`src/rtl/wb_write_scheduler.sv`:
```
// Writeback scheduler: buffers Branch/ALU and Memory lane results in small per-lane FIFOs and
// drives the two register-file write ports, resolving same-rd collisions by instruction age (PC).
module wb_write_scheduler #(
    parameter int WIDTH = 32,
    parameter int RS    = 5,
    parameter int DEPTH = 2,
    parameter int CNT_W = 16
) (
    input  logic             clk,
    input  logic             rst,
    input  logic             flush,
    input  logic             hold,
    input  logic             br_valid,
    output logic             br_ready,
    input  logic [RS-1:0]    br_rd,
    input  logic [WIDTH-1:0] br_data,
    input  logic [WIDTH-1:0] br_pc,
    input  logic             mem_valid,
    output logic             mem_ready,
    input  logic [RS-1:0]    mem_rd,
    input  logic [WIDTH-1:0] mem_data,
    input  logic [WIDTH-1:0] mem_pc,
    output logic             write_en_Branch,
    output logic [RS-1:0]    rd_Branch,
    output logic [WIDTH-1:0] wd_Branch,
    output logic [WIDTH-1:0] PC_out_Branch,
    output logic             write_en_Memory,
    output logic [RS-1:0]    rd_Memory,
    output logic [WIDTH-1:0] wd_Memory,
    output logic [WIDTH-1:0] PC_out_Memory,
    output logic [CNT_W-1:0] commit_cnt,
    output logic [CNT_W-1:0] squash_cnt
);
    // Handshake: a lane transfer happens on a posedge where x_valid && x_ready; x_ready depends
    // only on the lane FIFO occupancy, and a producer seeing !x_ready keeps its payload stable.

    localparam int AW = $clog2(DEPTH);
    localparam logic [AW:0] FULL_CNT = (AW+1)'(DEPTH);

    // Lane index 0 is Branch/ALU, lane index 1 is Memory.
    logic [RS-1:0]    q_rd   [2][DEPTH];
    logic [WIDTH-1:0] q_data [2][DEPTH];
    logic [WIDTH-1:0] q_pc   [2][DEPTH];
    logic [AW-1:0]    wr_ptr [2];
    logic [AW-1:0]    rd_ptr [2];
    logic [AW:0]      count  [2];

    logic             in_valid [2];
    logic [RS-1:0]    in_rd    [2];
    logic [WIDTH-1:0] in_data  [2];
    logic [WIDTH-1:0] in_pc    [2];
    logic             full     [2];
    logic             push     [2];
    logic             pop      [2];
    logic [RS-1:0]    h_rd     [2];
    logic [WIDTH-1:0] h_data   [2];
    logic [WIDTH-1:0] h_pc     [2];

    logic issue_b, issue_m, conflict;
    logic [CNT_W:0] commit_sum, squash_sum;

    assign in_valid[0] = br_valid;
    assign in_rd[0]    = br_rd;
    assign in_data[0]  = br_data;
    assign in_pc[0]    = br_pc;
    assign in_valid[1] = mem_valid;
    assign in_rd[1]    = mem_rd;
    assign in_data[1]  = mem_data;
    assign in_pc[1]    = mem_pc;

    assign br_ready  = !full[0];
    assign mem_ready = !full[1];

    always_comb begin
        for (int l = 0; l < 2; l++) begin
            full[l]   = (count[l] == FULL_CNT);
            // flush wins over a same-edge push and over any pop
            push[l]   = in_valid[l] && !full[l] && !flush;
            pop[l]    = (count[l] != '0) && !hold && !flush;
            h_rd[l]   = q_rd[l][rd_ptr[l]];
            h_data[l] = q_data[l][rd_ptr[l]];
            h_pc[l]   = q_pc[l][rd_ptr[l]];
        end
    end

    // rd==0 heads are popped without a write; same-rd heads keep only the younger (larger PC),
    // with ties going to the Memory lane.
    always_comb begin
        issue_b  = pop[0] && (h_rd[0] != '0);
        issue_m  = pop[1] && (h_rd[1] != '0);
        conflict = issue_b && issue_m && (h_rd[0] == h_rd[1]);
        if (conflict) begin
            if (h_pc[0] > h_pc[1]) issue_m = 1'b0;
            else                   issue_b = 1'b0;
        end
        commit_sum = {1'b0, commit_cnt} + (CNT_W+1)'(issue_b) + (CNT_W+1)'(issue_m);
        squash_sum = {1'b0, squash_cnt} + (CNT_W+1)'(conflict);
    end

    always_ff @(posedge clk) begin
        for (int l = 0; l < 2; l++) begin
            if (push[l]) begin
                q_rd[l][wr_ptr[l]]   <= in_rd[l];
                q_data[l][wr_ptr[l]] <= in_data[l];
                q_pc[l][wr_ptr[l]]   <= in_pc[l];
            end
        end
    end

    always_ff @(posedge clk or posedge rst) begin
        if (rst) begin
            for (int l = 0; l < 2; l++) begin
                wr_ptr[l] <= '0;
                rd_ptr[l] <= '0;
                count[l]  <= '0;
            end
        end else begin
            for (int l = 0; l < 2; l++) begin
                if (flush) begin
                    wr_ptr[l] <= '0;
                    rd_ptr[l] <= '0;
                    count[l]  <= '0;
                end else begin
                    if (push[l]) wr_ptr[l] <= wr_ptr[l] + 1'b1;
                    if (pop[l])  rd_ptr[l] <= rd_ptr[l] + 1'b1;
                    if (push[l] && !pop[l])      count[l] <= count[l] + 1'b1;
                    else if (!push[l] && pop[l]) count[l] <= count[l] - 1'b1;
                end
            end
        end
    end

    always_ff @(posedge clk or posedge rst) begin
        if (rst) begin
            write_en_Branch <= 1'b0;
            rd_Branch       <= '0;
            wd_Branch       <= '0;
            PC_out_Branch   <= '0;
            write_en_Memory <= 1'b0;
            rd_Memory       <= '0;
            wd_Memory       <= '0;
            PC_out_Memory   <= '0;
            commit_cnt      <= '0;
            squash_cnt      <= '0;
        end else begin
            write_en_Branch <= issue_b;
            write_en_Memory <= issue_m;
            if (issue_b) begin
                rd_Branch     <= h_rd[0];
                wd_Branch     <= h_data[0];
                PC_out_Branch <= h_pc[0];
            end
            if (issue_m) begin
                rd_Memory     <= h_rd[1];
                wd_Memory     <= h_data[1];
                PC_out_Memory <= h_pc[1];
            end
            // counters stick at all-ones once the carry bit is set
            commit_cnt <= commit_sum[CNT_W] ? '1 : commit_sum[CNT_W-1:0];
            squash_cnt <= squash_sum[CNT_W] ? '1 : squash_sum[CNT_W-1:0];
        end
    end

endmodule
```
`config.mk`:
```
export PLATFORM = sky130hd
export DESIGN_NAME = wb_write_scheduler
export DESIGN_NICKNAME = d
export VERILOG_FILES = /design/src/rtl/wb_write_scheduler.sv
export SDC_FILE = /design/constraint.sdc
export NUM_CORES = 1
export LEC_CHECK = 0
export ABC_AREA = 1
export BUFFER_PORTS_ARGS = -buffer_cell sky130_fd_sc_hd__buf_4
export CAP_MARGIN = 5
export CORE_MARGIN = 5
export CORE_UTILIZATION = 40
export CTS_CLUSTER_SIZE = 8
export DETAILED_ROUTE_END_ITERATION = 6
export GPL_TIMING_DRIVEN = 0
export PLACE_DENSITY = 0.66
export SLEW_MARGIN = 10
export SYNTH_ARGS = -nofsm -noshare
export SYNTH_HDL_FRONTEND = slang
export SYNTH_SLANG_ARGS = --single-unit
```
`constraint.sdc`:
```
create_clock -name clk -period 17.01 [get_ports clk]
set_input_delay 1.701 -clock clk [delete_from_list [all_inputs] [get_ports clk]]
set_output_delay 1.701 -clock clk [all_outputs]
set_load 0.05 [all_outputs]
```
### Word level (Yosys, flattened, before mapping)

Memory sizes are Yosys's and may differ from the RTL's.
Index checks and enable logic that the tools add are counted.

* memories kept: 3
* output and inout port bits: 174
* word-level logic and storage cells: 132
* memory bits (writable): 276
* register bits after elaboration: 180
* input port bits: 144

* muxes and demuxes: 52
* eq/ne operators: 3
* $add $sub $neg: 11
* reduce and logical (&&, ||, !) cells: 36
* bitwise logic cells: 4
* magnitude comparators: 7

Memories
* q_data: depth 2, width 64, read ports 2, clocked after Yosys merged registers in 0, write ports 2, line 42 `logic [WIDTH-1:0] q_data [2][DEPTH];`
* q_pc: depth 2, width 64, read ports 2, clocked after Yosys merged registers in 0, write ports 2, line 43 `logic [WIDTH-1:0] q_pc [2][DEPTH];`
* q_rd: depth 2, width 10, read ports 2, clocked after Yosys merged registers in 0, write ports 2, line 41 `logic [RS-1:0] q_rd [2][DEPTH];`

Operators with widths (count)
* two-way mux 32 bit: 14
* two-way mux 64 bit: 2
* demux 32 bit (select 1 bit): 2
* two-way mux 5 bit: 8
* adder 16 x 1 -> 17 bit: 2
* > comparator 32 bit: 1
* two-way mux 16 bit: 2
* two-way mux 10 bit: 2
* logical AND 1 bit: 18
* adder 17 x 1 -> 17 bit: 1
* two-way mux 1 bit: 14
* two-way mux 2 bit: 6
* nonzero test 2 bit: 6
* demux 5 bit (select 1 bit): 2
* nonzero test 5 bit: 2
* greater-or-equal comparator 2 bit (second input constant): 4
* zero test 1 bit: 8
* NOT 1 -> 2 bit: 4
* nonzero test 3 bit: 2
* equality test 5 bit: 1
* adder 1 bit (second input constant): 4
* adder 2 x 1 -> 2 bit (second input constant): 2
* equality test 2 bit (second input constant): 2
* < comparator 2 x 1 -> 1 bit (second input constant): 2
* subtractor 2 x 1 -> 2 bit (second input constant): 2

### Logic depth before layout (Yosys ltp)

* depth in word-level cells: 12
* depth in mapped cells: 32
* mapped depth without buffers: 27

### Worst setup path after synthesis

No wires, ideal clock.

* kind: input to register
* from: input port mem_valid
* to: memory q_data[0][100] (netlist name) (enable)
* slack: 11629 ps
* path buffers: 0
* library setup time: 497 ps
* data arrival time: 4884 ps
* data required time: 16513 ps
* stages on the path: 4
* path through: nand2_1 > nor2_1 > inv_1 > nor2_1

RTL lines
* from (decl): line 18 `input logic mem_valid,`
* to (decl): line 42

==> load_flow_metrics.sql <==
INSERT INTO impl_metrics (metric_group, metric, value, unit) VALUES
('outcome', 'status', 'complete, no violations', ''),
('logic_synthesis', 'async_reset_ff_share', '39.5', '%'),
('job', 'max_cap_violations', '0', ''),
('grt', 'grt_first_pass_wirelength', '79600', 'microns'),
('die', 'top_level_ports', '318', ''),
('power', 'power.net_switching', '1.59', 'mW'),
('die', 'die_h', '226', 'microns'),
('clocking', 'post_cts_resized', '0', ''),
('clocking', 'post_cts_setup_driven_buffer_insertion_count', '0', ''),
('logic_synthesis', 'ys_seq_elements', '456', ''),
('grt', 'grt_antenna_before_repair', '6', ''),
('routing', 'dr.pass1.iters', '7', ''),
('routing', 'via_per_inst', '4.87', ''),
('final_layout', 'finish.net_count', '2308', ''),
('timing', 'finalWorstPathRequiredPeriod', '5.43', 'ns'),
('timing', 'setup_viol', '0', ''),
('setup_path', 'setup.worst_path.end_class', 'register', ''),
('setup_path', 'crit_arrival', '5.93', 'ns'),
('final_layout', 'layout.cells.most_common', 'sky130_fd_sc_hd__nand2_1', ''),
('logic_synthesis', 'synth_area', '18600', 'sq um'),
('timing', 'achievable-frequency', '184', 'MHz'),
('power', 'totalPowerFinal', '4.12', 'mW'),
('timing', 'clock_skew', '0.0203', 'ns'),
('timing', 'finalHoldViolations', '0', ''),
('timing', 'worst_pin_slew', '0.955', 'ns'),
('clocking', 'clock_tree.root_cell', 'sky130_fd_sc_hd__clkbuf_16', ''),
('logic_synthesis', 'synth-edff-count', '276', ''),
('setup_path', 'max_stage_delay', '0.49', 'ns'),
('clocking', 'postCtsHoldBufs', '0', ''),
('grt', 'grt_max_degree', '100', ''),
('placed_design', 'place.detailed.hpwl', '37900', 'microns'),
('setup_path', 'worst_ep_required_time', '17.51', 'ns'),
('power', 'register_share_of_total_power', '36.7', '%'),
('clocking', 'cts.sinks', '456', ''),
('logic_synthesis', 'synth-seq-area-share', '68.7', '%'),
('setup_path', 'path_class', 'register to register', ''),
('final_layout', 'layout-drive-gt1-share', '22.3', '%'),
('routing', 'drc', '0', ''),
('power', 'power_frac_comb', '34.3', '%'),
('placed_design', 'placement.io_buffers', '317', ''),
('clocking', 'clk_pin_slew', '0.05', 'ns'),
('clocking', 'clock_latency', '0.58', 'ns'),
('clocking', 'cts-root-to-sink-buffers', '3', ''),
('clocking', 'tritoncts_clock_tree', 'done', ''),
('final_layout', 'area_growth', '28.8', '%'),
('final_layout', 'final_cell_area', '24000', 'sq um'),
('clocking', 'tritoncts.num_buffers', '66', ''),
('timing', 'finalMaxSlewViolations', '0', ''),
('final_layout', 'layout.cells.most_common_list', '711 x sky130_fd_sc_hd__nand2_1, 326 x sky130_fd_sc_hd__buf_4, 276 x sky130_fd_sc_hd__edfxtp_1', ''),
('logic_synthesis', 'post_synth.cell_area_avg', '10.8', 'sq um'),
('logic_synthesis', 'synth_cell_types', '33', ''),
('logic_synthesis', 'synthFlopType', 'sky130_fd_sc_hd__edfxtp_1', ''),
('logic_synthesis', 'synth.yosys.warnings', '0', ''),
('routing', 'drt_iter0_drc', '850', ''),
('timing', 'maxSlewHeadroom', '36.3', '%'),
('die', 'rows', '79', ''),
('power', 'internal_power', '2.52', 'mW'),
('setup_path', 'slowest_stage', 'sky130_fd_sc_hd__clkbuf_1', ''),
('die', 'die_w', '226', 'microns'),
('logic_synthesis', 'syn-instance-count', '1731', ''),
('routing', 'wirelength', '52700', 'microns'),
('timing', 'final_min_period_over_clock_period', '31.9', '%'),
('setup_path', 'timing.critical_path.from_type', 'register', ''),
('final_layout', 'fin_util', '51.8', '%'),
('setup_path', 'critPathTopFamily', 'simple AND/OR/NAND/NOR gates', ''),
('die', 'die_area', '51000', 'sq um'),
('setup_path', 'critical_path.max_fanout', '10', ''),
('power', 'p_clk_share', '29.0', '%'),
('setup_path', 'path_buf_inv', '6', ''),
('placed_design', 'globalplace.congestion', '0.813', ''),
('power', 'power_density', '172', 'nW/um^2');
synth_stat cells, types with 12 or more instances:
master | instances | share of area [%]
sky130_fd_sc_hd__nand2_1 | 711 | 14
sky130_fd_sc_hd__edfxtp_1 | 276 | 45
sky130_fd_sc_hd__dfrtp_1 | 180 | 24
sky130_fd_sc_hd__nand3_1 | 170 | 4.6
sky130_fd_sc_hd__inv_1 | 82 | 1.7
sky130_fd_sc_hd__o21ai_0 | 56 | 1.5
sky130_fd_sc_hd__nor2_1 | 36 | 0.73
sky130_fd_sc_hd__or2_2 | 36 | 1.2
sky130_fd_sc_hd__ha_1 | 35 | 2.4
sky130_fd_sc_hd__clkbuf_1 | 22 | 0.44
sky130_fd_sc_hd__a21oi_1 | 20 | 0.54
sky130_fd_sc_hd__buf_1 | 17 | 0.34
sky130_fd_sc_hd__buf_6 | 15 | 0.91
sky130_fd_sc_hd__nor3_1 | 12 | 0.32
layout make-up:
type | instances | area [sq um]
clock inverters | 3 | 26.3
multi-input cells | 1114 | 5090
fillers | 4158 | 22300
diodes | 2 | 5.00
well taps | 607 | 759
plain buffers | 74 | 438
inverters | 87 | 334
repair buffers | 329 | 2680
flip-flops and latches | 456 | 12800
clock buffers | 112 | 1850
cells by family (layout without fill, tap and decap cells):
logic type / after synthesis / count (layout) / share of synthesized area, %
and+or+nand+nor: 985 / 985 / 21.9
DFF: 456 / 456 / 68.7
buffers and inverters: 161 / 605 / 4.11
AOI/OAI and AO/OA: 79 / 79 / 2.16
adders and majority gates: 36 / 36 / 2.46
xor gates and xnor gates: 13 / 13 / 0.611
muxes: 1 / 1 / 0.0605
other: 0 / 2 / 0
routing by layer:
layer / vias up / share of wire (%) / global-route usage [%]
li1: 6543 / - / -
met1: 6543 / 42 / 27.0
met2: 393 / 48 / 33.6
met3: 78 / 7.3 / 5.46
met4: 4 / 2.1 / 6.07
met5: - / 0.038 / 0
power by group through the flow:
stage | sequential, mW | clock [mW] | combinational (mW)
floorplan | 2.07 | 0 | 0.369
global placement | 1.53 | 0 | 1.39
detailed placement | 1.53 | 0 | 1.42
CTS | 1.51 | 1.22 | 1.43
global route | 1.53 | 1.27 | 1.51
finish | 1.51 | 1.19 | 1.41
worst min-delay path: stages, from the launching register on:
cell and delay, ns:
sky130_fd_sc_hd__dfrtp_1 0.34, sky130_fd_sc_hd__nand2_1 0.05, sky130_fd_sc_hd__nand2_1 0.04
through the flow:
step	cells	worst slack [ns]
2_1_floorplan	1731	10.42
3_3_place_gp	2655	7.84
3_5_place_dp	2667	11.46
4_1_cts	2782	11.42
5_1_grt	2783	10.98
6_report	2784	11.58
worst paths after layout:
kind / startpoint / to / slack [ns] / cells past startpoint
max: rd_ptr[1]$_DFFE_PP0P_ / commit_cnt[14]$_DFF_PP0_ / 11.58 / 25
min: wd_Memory[5]$_DFFE_PP0N_ / wd_Memory[5]$_DFFE_PP0N_ / 0.47 / 2
max reg2reg: rd_ptr[1]$_DFFE_PP0P_ / commit_cnt[14]$_DFF_PP0_ / 11.58 / 25
min reg2reg: wd_Memory[5]$_DFFE_PP0N_ / wd_Memory[5]$_DFFE_PP0N_ / 0.47 / 2
max in group asynchronous: rst / PC_out_Branch[26]$_DFFE_PP0P_ / 14.82 / 3
min in group asynchronous: rst / count[0]$_DFFE_PP0P_ / 1.22 / 2
sequential cells by signal, indices dropped and copies added, names as in the netlist:
signal	count
PC_out_Branch	32
PC_out_Memory	32
commit_cnt	16
count	4
q_data	128
q_pc	128
q_rd	20
rd_Branch	5
rd_Memory	5
rd_ptr	2
squash_cnt	16
wd_Branch	32
wd_Memory	32
wr_ptr	2
write_en_Branch	1
write_en_Memory	1
No activity file was read; power rests on OpenSTA's default activity.
